`src/rtl/program_loader.sv`:
```
// Byte-stream instruction loader: assembles big-endian 16-bit words and writes them to imem.
// Optional trailing XOR checksum byte when LOADER_CHECKSUM_EN is defined.
module program_loader (
   input  logic        clk_i,
   input  logic        reset_i,
   input  logic        start_i,
   input  logic [7:0]  rx_data_i,
   input  logic        rx_valid_i,
   output logic        rx_ready_o,
   output logic [15:0] data_in_o,
   output logic [7:0]  inst_add_o,
   output logic        isntruction_wenable_o,
   output logic        loading_o,
   output logic        done_o,
   output logic        error_o
);

   typedef enum logic [2:0] {
      StIdle, StHdr, StHi, StLo, StWr, StChk, StDone, StError
   } state_e;

   state_e      state_q, state_d;
   logic [8:0]  len_q, len_d;
   logic [8:0]  cnt_q, cnt_d;
   logic [15:0] data_q, data_d;
   logic [7:0]  addr_q, addr_d;
   logic        accept;
`ifdef LOADER_CHECKSUM_EN
   logic [7:0]  csum_q, csum_d;
`endif

   assign accept = rx_valid_i & rx_ready_o;

   always_comb begin
      state_d = state_q;
      len_d   = len_q;
      cnt_d   = cnt_q;
      data_d  = data_q;
      addr_d  = addr_q;
`ifdef LOADER_CHECKSUM_EN
      csum_d  = csum_q;
`endif
      unique case (state_q)
         StIdle: begin
            if (start_i) state_d = StHdr;
         end
         StHdr: begin
            if (accept) begin
               // A header of zero encodes a full 256-word image.
               len_d   = (rx_data_i == 8'd0) ? 9'd256 : {1'b0, rx_data_i};
               cnt_d   = 9'd0;
               addr_d  = 8'd0;
`ifdef LOADER_CHECKSUM_EN
               csum_d  = rx_data_i;
`endif
               state_d = StHi;
            end
         end
         StHi: begin
            if (accept) begin
               data_d[15:8] = rx_data_i;
`ifdef LOADER_CHECKSUM_EN
               csum_d       = csum_q ^ rx_data_i;
`endif
               state_d      = StLo;
            end
         end
         StLo: begin
            if (accept) begin
               data_d[7:0] = rx_data_i;
`ifdef LOADER_CHECKSUM_EN
               csum_d      = csum_q ^ rx_data_i;
`endif
               state_d     = StWr;
            end
         end
         StWr: begin
            addr_d = addr_q + 8'd1;
            cnt_d  = cnt_q + 9'd1;
            if (cnt_q + 9'd1 == len_q) begin
`ifdef LOADER_CHECKSUM_EN
               state_d = StChk;
`else
               state_d = StDone;
`endif
            end else begin
               state_d = StHi;
            end
         end
         StChk: begin
`ifdef LOADER_CHECKSUM_EN
            if (accept) state_d = (rx_data_i == csum_q) ? StDone : StError;
`else
            state_d = StIdle;
`endif
         end
         StDone, StError: begin
            if (start_i) state_d = StHdr;
         end
      endcase
   end

   always_ff @(posedge clk_i) begin
      if (reset_i) begin
         state_q <= StIdle;
         len_q   <= 9'd0;
         cnt_q   <= 9'd0;
         data_q  <= 16'd0;
         addr_q  <= 8'd0;
`ifdef LOADER_CHECKSUM_EN
         csum_q  <= 8'd0;
`endif
      end else begin
         state_q <= state_d;
         len_q   <= len_d;
         cnt_q   <= cnt_d;
         data_q  <= data_d;
         addr_q  <= addr_d;
`ifdef LOADER_CHECKSUM_EN
         csum_q  <= csum_d;
`endif
      end
   end

   // Outputs decode from state only; no path from rx_valid/rx_data to rx_ready.
   assign rx_ready_o            = (state_q == StHdr) || (state_q == StHi) ||
                                  (state_q == StLo)  || (state_q == StChk);
   assign isntruction_wenable_o = (state_q == StWr);
   assign loading_o             = rx_ready_o || (state_q == StWr);
   assign done_o                = (state_q == StDone);
   assign data_in_o             = data_q;
   assign inst_add_o            = addr_q;
`ifdef LOADER_CHECKSUM_EN
   assign error_o               = (state_q == StError);
`else
   assign error_o               = 1'b0;
`endif

endmodule

```
`config.mk`:
```
export PLATFORM = sky130hd
export DESIGN_NAME = program_loader
export DESIGN_NICKNAME = d
export VERILOG_FILES = /design/src/rtl/program_loader.sv
export SDC_FILE = /design/constraint.sdc
export NUM_CORES = 1
export LEC_CHECK = 0
export BUFFER_PORTS_ARGS = -buffer_cell sky130_fd_sc_hd__buf_4
export CELL_PAD_IN_SITES_DETAIL_PLACEMENT = 2
export CELL_PAD_IN_SITES_GLOBAL_PLACEMENT = 2
export CORE_MARGIN = 10
export CORE_UTILIZATION = 35
export CTS_BUF_LIST = sky130_fd_sc_hd__clkbuf_8
export DETAILED_ROUTE_END_ITERATION = 12
export GPL_ROUTABILITY_DRIVEN = 0
export GPL_TIMING_DRIVEN = 0
export PLACE_DENSITY_LB_ADDON = 0.1
export SLEW_MARGIN = 10
export SYNTH_ARGS = -nofsm -noshare
export SYNTH_HDL_FRONTEND = slang
export SYNTH_SLANG_ARGS = --single-unit
```
`constraint.sdc`:
```
create_clock -name clk_i -period 2.8 [get_ports clk_i]
set_input_delay 0.56 -clock clk_i [delete_from_list [all_inputs] [get_ports clk_i]]
set_output_delay 0.56 -clock clk_i [all_outputs]
set_load 0.02 [all_outputs]
```
==> Implementation_results.wiki, run 1 <==
{| class="wikitable"
! Metric !! Value
|-
| Result of the run || finished clean
|-
| Worst endpoint data arrival time || 1.66 ns
|-
| Number of nets at the end of the flow || 340
|-
| Min Tclk post-route || 2.22 ns
|-
| Number of synthesized flops with an enable pin || 0
|-
| Layout cells sized above 1 || 17.5%
|-
| Portion of the clock cycle consumed by the worst path in the final layout || 79.4%
|-
| Floorplan die width || 98.6 µm
|-
| Final-layout setup total negative slack || 0 ns
|-
| Clock skew after layout || 0.00617 ns
|-
| Number of post-CTS setup repair buffers || 0
|-
| First-pass GRT wire length || 11800 µm
|-
| CORE AREA || 0.00596 mm²
|-
| Critical path launch point || state_q[2]
|-
| Post-CTS sizing || 0
|-
| Die outline area || 0.00973 mm²
|-
| Sequential fraction of the synthesis area || 41.6%
|-
| Number of buffers inserted for hold repair after clock tree synthesis || 0
|-
| Max-slew violation total from the final report || 0
|-
| Remaining max-slew budget at the tightest pin || 61.0%
|-
| Hold wc startpoint || data_in_o[11]
|-
| Post-route cell area || 0.00265 mm²
|-
| Sinks on the clock net || 45
|-
| Flip-flop and latch count after synthesis || 45
|-
| Sequential cell area in the final layout || 901 µm²
|-
| Average via count per standard cell || 5.31
|-
| Maximum VDD drop || 0.208 mV
|-
| Wire length after detailed routing || 7060 µm
|-
| Class of the tightest hold or removal check || register to register
|-
| Startpoint-to-endpoint class of the critical path || register to primary output
|-
| Number of antenna violations at the first check in global routing || 0
|-
| Syn_nets || 295
|-
| Via count of the routed design || 2131
|-
| Launch point of the worst reg-to-reg path || state_q[2]
|-
| Proportion of synthesized flip-flops having asynchronous set or reset || 0%
|-
| Total grt overflow || 0
|-
| Maxcap violations || 0
|-
| TritonCTS clock tree || yes
|-
| Average cell area after synthesis || 7.70 µm²
|-
| Clock buffer count from CTS || 5
|-
| Initial core utilization || 36.3%
|-
| Average detailed-routed wire length per instance || 17.6 µm
|-
| Number of global-route vias before repair || 2330
|-
| Multi-input gate area in the final layout || 0.00115 mm²
|-
| Clk Latency, worst-skew pair || 0.30 ns
|-
| Least-Margin Pin Slew || 0.585 ns
|-
| Number of standard cells after synthesis || 281
|-
| Max clock buf depth || 2
|-
| Required arrival time at the worst endpoint || 2.24 ns
|-
| Clock tree root driver cell || sky130_fd_sc_hd__clkbuf_8
|-
| N_diodes || 0
|-
| Final ANT Viol Nets || 0
|-
| RSZ-0062 raised after global routing || false
|-
| Clock-pin transition on the worst setup and hold timing paths || 0.09 ns
|-
| IO Pins || 41
|-
| CP startpoint kind || register
|-
| Most common flop cell mapped by yosys || sky130_fd_sc_hd__dfxtp_1
|-
| Pwr per Cell Area || 503 mW/mm²
|-
| Layout area overhead || 22.3%
|-
| Number of failing setup endpoints in the final timing report || 0
|-
| Critical-path maximum fanout || 10
|-
| Fmax || 450 MHz
|-
| Leakage dissipation || 0.000980 µW
|-
| Number of core rows || 28
|-
| DRT iter0 DRCs || 66
|-
| Setup crit end kind || primary output
|-
| Placed inst area || 0.00254 mm²
|-
| Synth cell types || 46
|-
| Global Route Usage Sum || 14.5%
|-
| Synth Cell Area || 0.00216 mm²
|-
| Detailed-routing iteration count for the pre-antenna-repair pass || 4
|-
| Post-DP HPWL || 5210 µm
|-
| Number of failing hold endpoints at the final stage || 0
|-
| Largest net degree at the start of global routing || 14
|-
| Number of synthesis warnings || 0
|-
| Overall die height || 98.6 µm
|-
| Fill cells || 711
|-
| Clock H-tree levels || 2
|-
| Post-route DRC || 0
|-
| PortBufs || 38
|}
==> power breakdown <==
part | total (µW) | switching, µW | internal [µW] | leakage (µW)
combinational | 172 | 109 | 63.8 | 0.000563
sequential | 671 | 14.7 | 656 | 0.000364
clock | 488 | 228 | 260 | 0.0000540
total | 1330 | 352 | 980 | 0.000980
==> path summary, 6_finish.rpt <==
kind	slack [ns]	cells past startpoint	endpoint
max	0.58	6	isntruction_wenable_o
min	0.46	2	data_in_o[11]
max reg2reg	0.84	9	state_q[2]
min reg2reg	0.46	2	data_in_o[11]
==> cell usage in the layout, fill, tap and decap left out, types with 2 or more instances in the layout <==
cell type / n
sky130_fd_sc_hd__a211oi_1: 2
sky130_fd_sc_hd__a21oi_1: 44
sky130_fd_sc_hd__a22oi_1: 2
sky130_fd_sc_hd__a31oi_1: 2
sky130_fd_sc_hd__and3_1: 3
sky130_fd_sc_hd__buf_4: 39
sky130_fd_sc_hd__buf_6: 3
sky130_fd_sc_hd__clkbuf_1: 15
sky130_fd_sc_hd__clkbuf_8: 5
sky130_fd_sc_hd__dfxtp_1: 45
sky130_fd_sc_hd__ha_1: 2
sky130_fd_sc_hd__nand2_1: 58
sky130_fd_sc_hd__nand3_1: 10
sky130_fd_sc_hd__nand3b_1: 2
sky130_fd_sc_hd__nand4_1: 2
sky130_fd_sc_hd__nor2_1: 27
sky130_fd_sc_hd__nor2b_1: 4
sky130_fd_sc_hd__nor3_1: 5
sky130_fd_sc_hd__nor4_1: 2
sky130_fd_sc_hd__o21a_1: 2
sky130_fd_sc_hd__o21ai_0: 11
sky130_fd_sc_hd__or3_1: 3
sky130_fd_sc_hd__or4_1: 2
sky130_fd_sc_hd__xnor2_1: 10
sky130_fd_sc_hd__xor2_1: 2
==> final cells by class <==
cell class	count	area share (%)
buffer	20	3.83
clock buffer	5	2.60
clock inverter	2	1.32
inverter	2	0.284
multi-input combinational	214	43.6
sequential	45	34.0
tap	75	3.55
timing repair buffer	38	10.8
==> kinds of logic after synthesis <==
| group | synth area share, % |
|---|---|
| simple gates | 28.2 |
| compound gates | 17.5 |
| flops | 41.6 |
| buf+inv | 5.03 |
| xor+xnor | 4.86 |
| mux | 1.50 |
| fa+ha+maj | 1.16 |
| other cells | 0.173 |
==> layer usage <==
layer  up-vias  wire length (µm)  GRT usage (%)
li1       1053                 -              -
met1      1027              3310           17.8
met2        43              3300           24.0
met3         8               361           4.40
met4         0                87           3.75
met5         -                 0              0
==> state kept, by name (all words and copies together), names as in the netlist <==
signal      flops
cnt_q           9
data_in_o      16
inst_add_o      8
state_q         3
len_q           9
==> metrics by stage <==
step | worst slack, ns | hold WS (ns) | instances | util, % | total power [µW]
final | 0.578 | 0.459 | 401 | 44.4 | 1330
after CTS | 0.560 | 0.464 | 401 | 44.4 | 1350
after global routing | 0.472 | 0.492 | 401 | 44.4 | 1400
after floorplan | 1.11 | 0.448 | 281 | - | 787
after detailed placement | 0.738 | 0.451 | 394 | 42.7 | 860
after global placement | 0.758 | 0.444 | 394 | 42.7 | 854
==> synth_stat cells, types with 4 or more instances <==
cell type                  instances  share of area [%]
sky130_fd_sc_hd__nand3_1          10                2.3
sky130_fd_sc_hd__nor3_1            5                1.2
sky130_fd_sc_hd__xnor2_1          10                4.0
sky130_fd_sc_hd__a21oi_1          44                 10
sky130_fd_sc_hd__dfxtp_1          45                 42
sky130_fd_sc_hd__nor2_1           27                4.7
sky130_fd_sc_hd__o21ai_0          11                2.5
sky130_fd_sc_hd__nand2_1          58                 10
sky130_fd_sc_hd__clkbuf_1         15                2.6
sky130_fd_sc_hd__nor2b_1           4                1.2
==> critical path, stage by stage, from the launching register on <==
cell and delay [ns]:
sky130_fd_sc_hd__dfxtp_1 0.34, sky130_fd_sc_hd__buf_6 0.14, sky130_fd_sc_hd__or3b_1 0.37, sky130_fd_sc_hd__buf_6 0.15
sky130_fd_sc_hd__inv_2 0.06, sky130_fd_sc_hd__buf_6 0.14, sky130_fd_sc_hd__buf_4 0.15
Power figures use the tool's default switching activity.
==> run 2: changes to the inputs <==
CORE_UTILIZATION = 29   (was 35)
clock period = 2 ns   (was 2.8 ns; I/O delays follow)
==> Implementation_results.wiki, run 2 (synthesis gave the netlist of run 1 again) <==
{| class="wikitable"
! Metric !! Value
|-
| Class of the tightest hold or removal check || input port to register
|-
| Via count of the routed design || 2123 (-0.38%)
|-
| N_diodes || 0 (unchanged)
|-
| Least-Margin Pin Slew || 0.591 ns (+0.00626 ns)
|-
| Max-slew violation total from the final report || 0 (unchanged)
|-
| Worst reg-to-reg setup slack || 0.17 ns (-0.67 ns)
|-
| Number of global-route vias before repair || 2313 (-0.73%)
|-
| CP startpoint kind || register
|-
| Fmax || 513 MHz
|-
| Hold wc startpoint || rx_data_i[5]
|-
| Pwr per Cell Area || 663 mW/mm² (+32%)
|-
| Hold Path End || data_in_o[13]
|-
| Leakage dissipation || 0.000988 µW (+0.76%)
|-
| Post-route DRC || 0 (unchanged)
|-
| Largest net degree at the start of global routing || 17 (+3)
|-
| Total grt overflow || 0 (unchanged)
|-
| Most common cell after layout, fill and taps aside || sky130_fd_sc_hd__nand2_1
|-
| Cell depth of the worst flop-to-flop path || 6 (-3)
|-
| Clk Latency, worst-skew pair || 0.30 ns (about the same)
|-
| Number of failing setup endpoints in the final timing report || 0 (unchanged)
|-
| Number of nets at the end of the flow || 342 (+0.59%)
|-
| Minimum setup slack after placement || 0.00762 ns (-0.731 ns)
|-
| Min Tclk post-route || 1.95 ns
|-
| Max clock buf depth || 2 (unchanged)
|-
| Remaining max-slew budget at the tightest pin || 60.6% (-0.42 points)
|-
| TritonCTS clock tree || yes
|-
| Required arrival time at the worst endpoint || 1.60 ns (-0.64 ns)
|-
| Final-layout setup total negative slack || 0 ns (unchanged)
|-
| Worst endpoint data arrival time || 1.55 ns (-0.11 ns)
|-
| Number of antenna violations at the first check in global routing || 0 (unchanged)
|-
| RSZ-0062 raised after global routing || true
|-
| Post-route cell area || 0.00270 mm² (+1.9%)
|-
| Most frequent cells in the layout || sky130_fd_sc_hd__nand2_1, sky130_fd_sc_hd__a21oi_1, sky130_fd_sc_hd__dfxtp_1
|-
| Clock buffer count from CTS || 5 (unchanged)
|-
| Maximum VDD drop || 0.275 mV (+32%)
|-
| Fill cells || 886 (+25%)
|-
| Maxcap violations || 0 (unchanged)
|-
| Setup crit end kind || primary output
|-
| DRT iter0 DRCs || 52 (-21%)
|-
| Die outline area || 0.0113 mm² (+16%)
|-
| Layout area overhead || 24.7%
|-
| Global Route Usage Sum || 12.8% (-1.7 points)
|-
| Hold Path Stages || 3 (+1)
|-
| Final Core Density || 37.2% (-7.2 points)
|-
| Average detailed-routed wire length per instance || 16.6 µm (-5.6%)
|-
| Average via count per standard cell || 4.96 (-6.7%)
|-
| Clock tree root driver cell || sky130_fd_sc_hd__clkbuf_8
|-
| First-pass GRT wire length || 11900 µm (+0.81%)
|-
| Overall power after layout || 1790 µW (+34%)
|-
| Overall die height || 106 µm (+7.9%)
|-
| Wire length after detailed routing || 7120 µm (+0.76%)
|-
| Result of the run || finished clean
|-
| Layout cells sized above 1 || 19.8% (+2.3 points)
|-
| Multi-input gate area in the final layout || 0.00116 mm² (+0.43%)
|-
| Critical-path maximum fanout || 9 (-1)
|-
| Clock-pin transition on the worst setup and hold timing paths || 0.10 ns (about the same)
|-
| Capture instance of the worst register-to-register path || state_q[2]
|-
| Sinks on the clock net || 45 (unchanged)
|-
| Crit path setup slack, layout || 0.0504 ns (-0.527 ns)
|-
| Launch point of the worst reg-to-reg path || cnt_q[3]
|-
| Clock H-tree levels || 2 (unchanged)
|-
| CORE AREA || 0.00725 mm² (+22%)
|-
| Number of failing hold endpoints at the final stage || 0 (unchanged)
|-
| Floorplan die width || 106 µm (+7.9%)
|-
| Detailed-routing iteration count for the pre-antenna-repair pass || 4 (unchanged)
|-
| Sequential cell area in the final layout || 902 µm² (+0.14%)
|-
| IO Pins || 41 (unchanged)
|-
| Final ANT Viol Nets || 0 (unchanged)
|-
| Post-DP HPWL || 5360 µm (+2.9%)
|-
| Clock skew after layout || 0.00652 ns (+0.000355 ns)
|-
| PortBufs || 38 (unchanged)
|-
| Placed inst area || 0.00257 mm² (+1.2%)
|-
| Startpoint-to-endpoint class of the critical path || register to primary output
|-
| Initial core utilization || 29.8% (-6.5 points)
|-
| Number of core rows || 31 (+11%)
|-
| Portion of the clock cycle consumed by the worst path in the final layout || 97.5%
|-
| Flip-flop count of the largest register, all copies and words added || 16 (unchanged)
|}
==> run 2: cell types whose count changed in the layout (fill, tap and decap cells not counted), sizes merged <==
cell	before	now
buf	43	46
bufinv	1	0
clkinvlp	0	1
inv	2	3
clkbuf	20	19
==> run 2: area by class of cell <==
type | count | share of cell area, %
buffer | 20 | 3.99
clock buffer | 5 | 2.55
multi-input combinational | 214 | 42.9
timing repair buffer | 40 | 11.3
inverter | 2 | 0.278
tap | 99 | 4.59
sequential | 45 | 33.4
clock inverter | 3 | 0.928
==> run 2: through the flow <==
stage / std cells / hold slack [ns]
final: 428 / 0.371
after global routing: 428 / 0.364
after CTS: 427 / 0.365
after detailed placement: 418 / 0.452
after global placement: 418 / 0.443
after floorplan: 281 / 0.448
==> run 2: how the worst max path moves through the flow <==
stage,startpoint,end,slack [ns],depth (start not counted)
2_1_floorplan,state_q[2],state_q[2],0.31,9
3_3_place_gp,state_q[2],cnt_q[2],0.04,8
3_5_place_dp,state_q[2],cnt_q[2],0.008,8
4_1_cts,state_q[2],isntruction_wenable_o,0.0009,6
5_1_grt,state_q[2],isntruction_wenable_o,-0.01,6
6_report,state_q[2],isntruction_wenable_o,0.05,6
==> run 2: routing by layer <==
metal  GRT usage (%)  part of all wire (%)  up-vias
li1                -                     -     1052
met2            22.8                    50       32
met3            3.80                   4.7        2
met4            2.32                  0.42        0
met1            14.9                    44     1037
met5               0                     0        -
==> run 2: power breakdown <==
part,total [µW],internal [µW],switching [µW]
Clock,605,253,352
Sequential,940,919,21.2
Combinational,244,91.8,153
Total,1790,1260,525
==> run 2: what timing repair did <==
item,CTS,global route
setup buffers,1,1
gates cloned,0,0
pin swaps,0,1
hold buffers,0,0
endpoints found under the setup margin,2,8
gates resized for setup,3,6
==> run 2: worst max-delay path, cell delays in order (launching register included) <==
cell and delay [ns]:
sky130_fd_sc_hd__dfxtp_1 0.34, sky130_fd_sc_hd__buf_6 0.10, sky130_fd_sc_hd__or3b_1 0.35, sky130_fd_sc_hd__buf_6 0.16
sky130_fd_sc_hd__inv_2 0.08, sky130_fd_sc_hd__buf_8 0.12, sky130_fd_sc_hd__buf_6 0.11
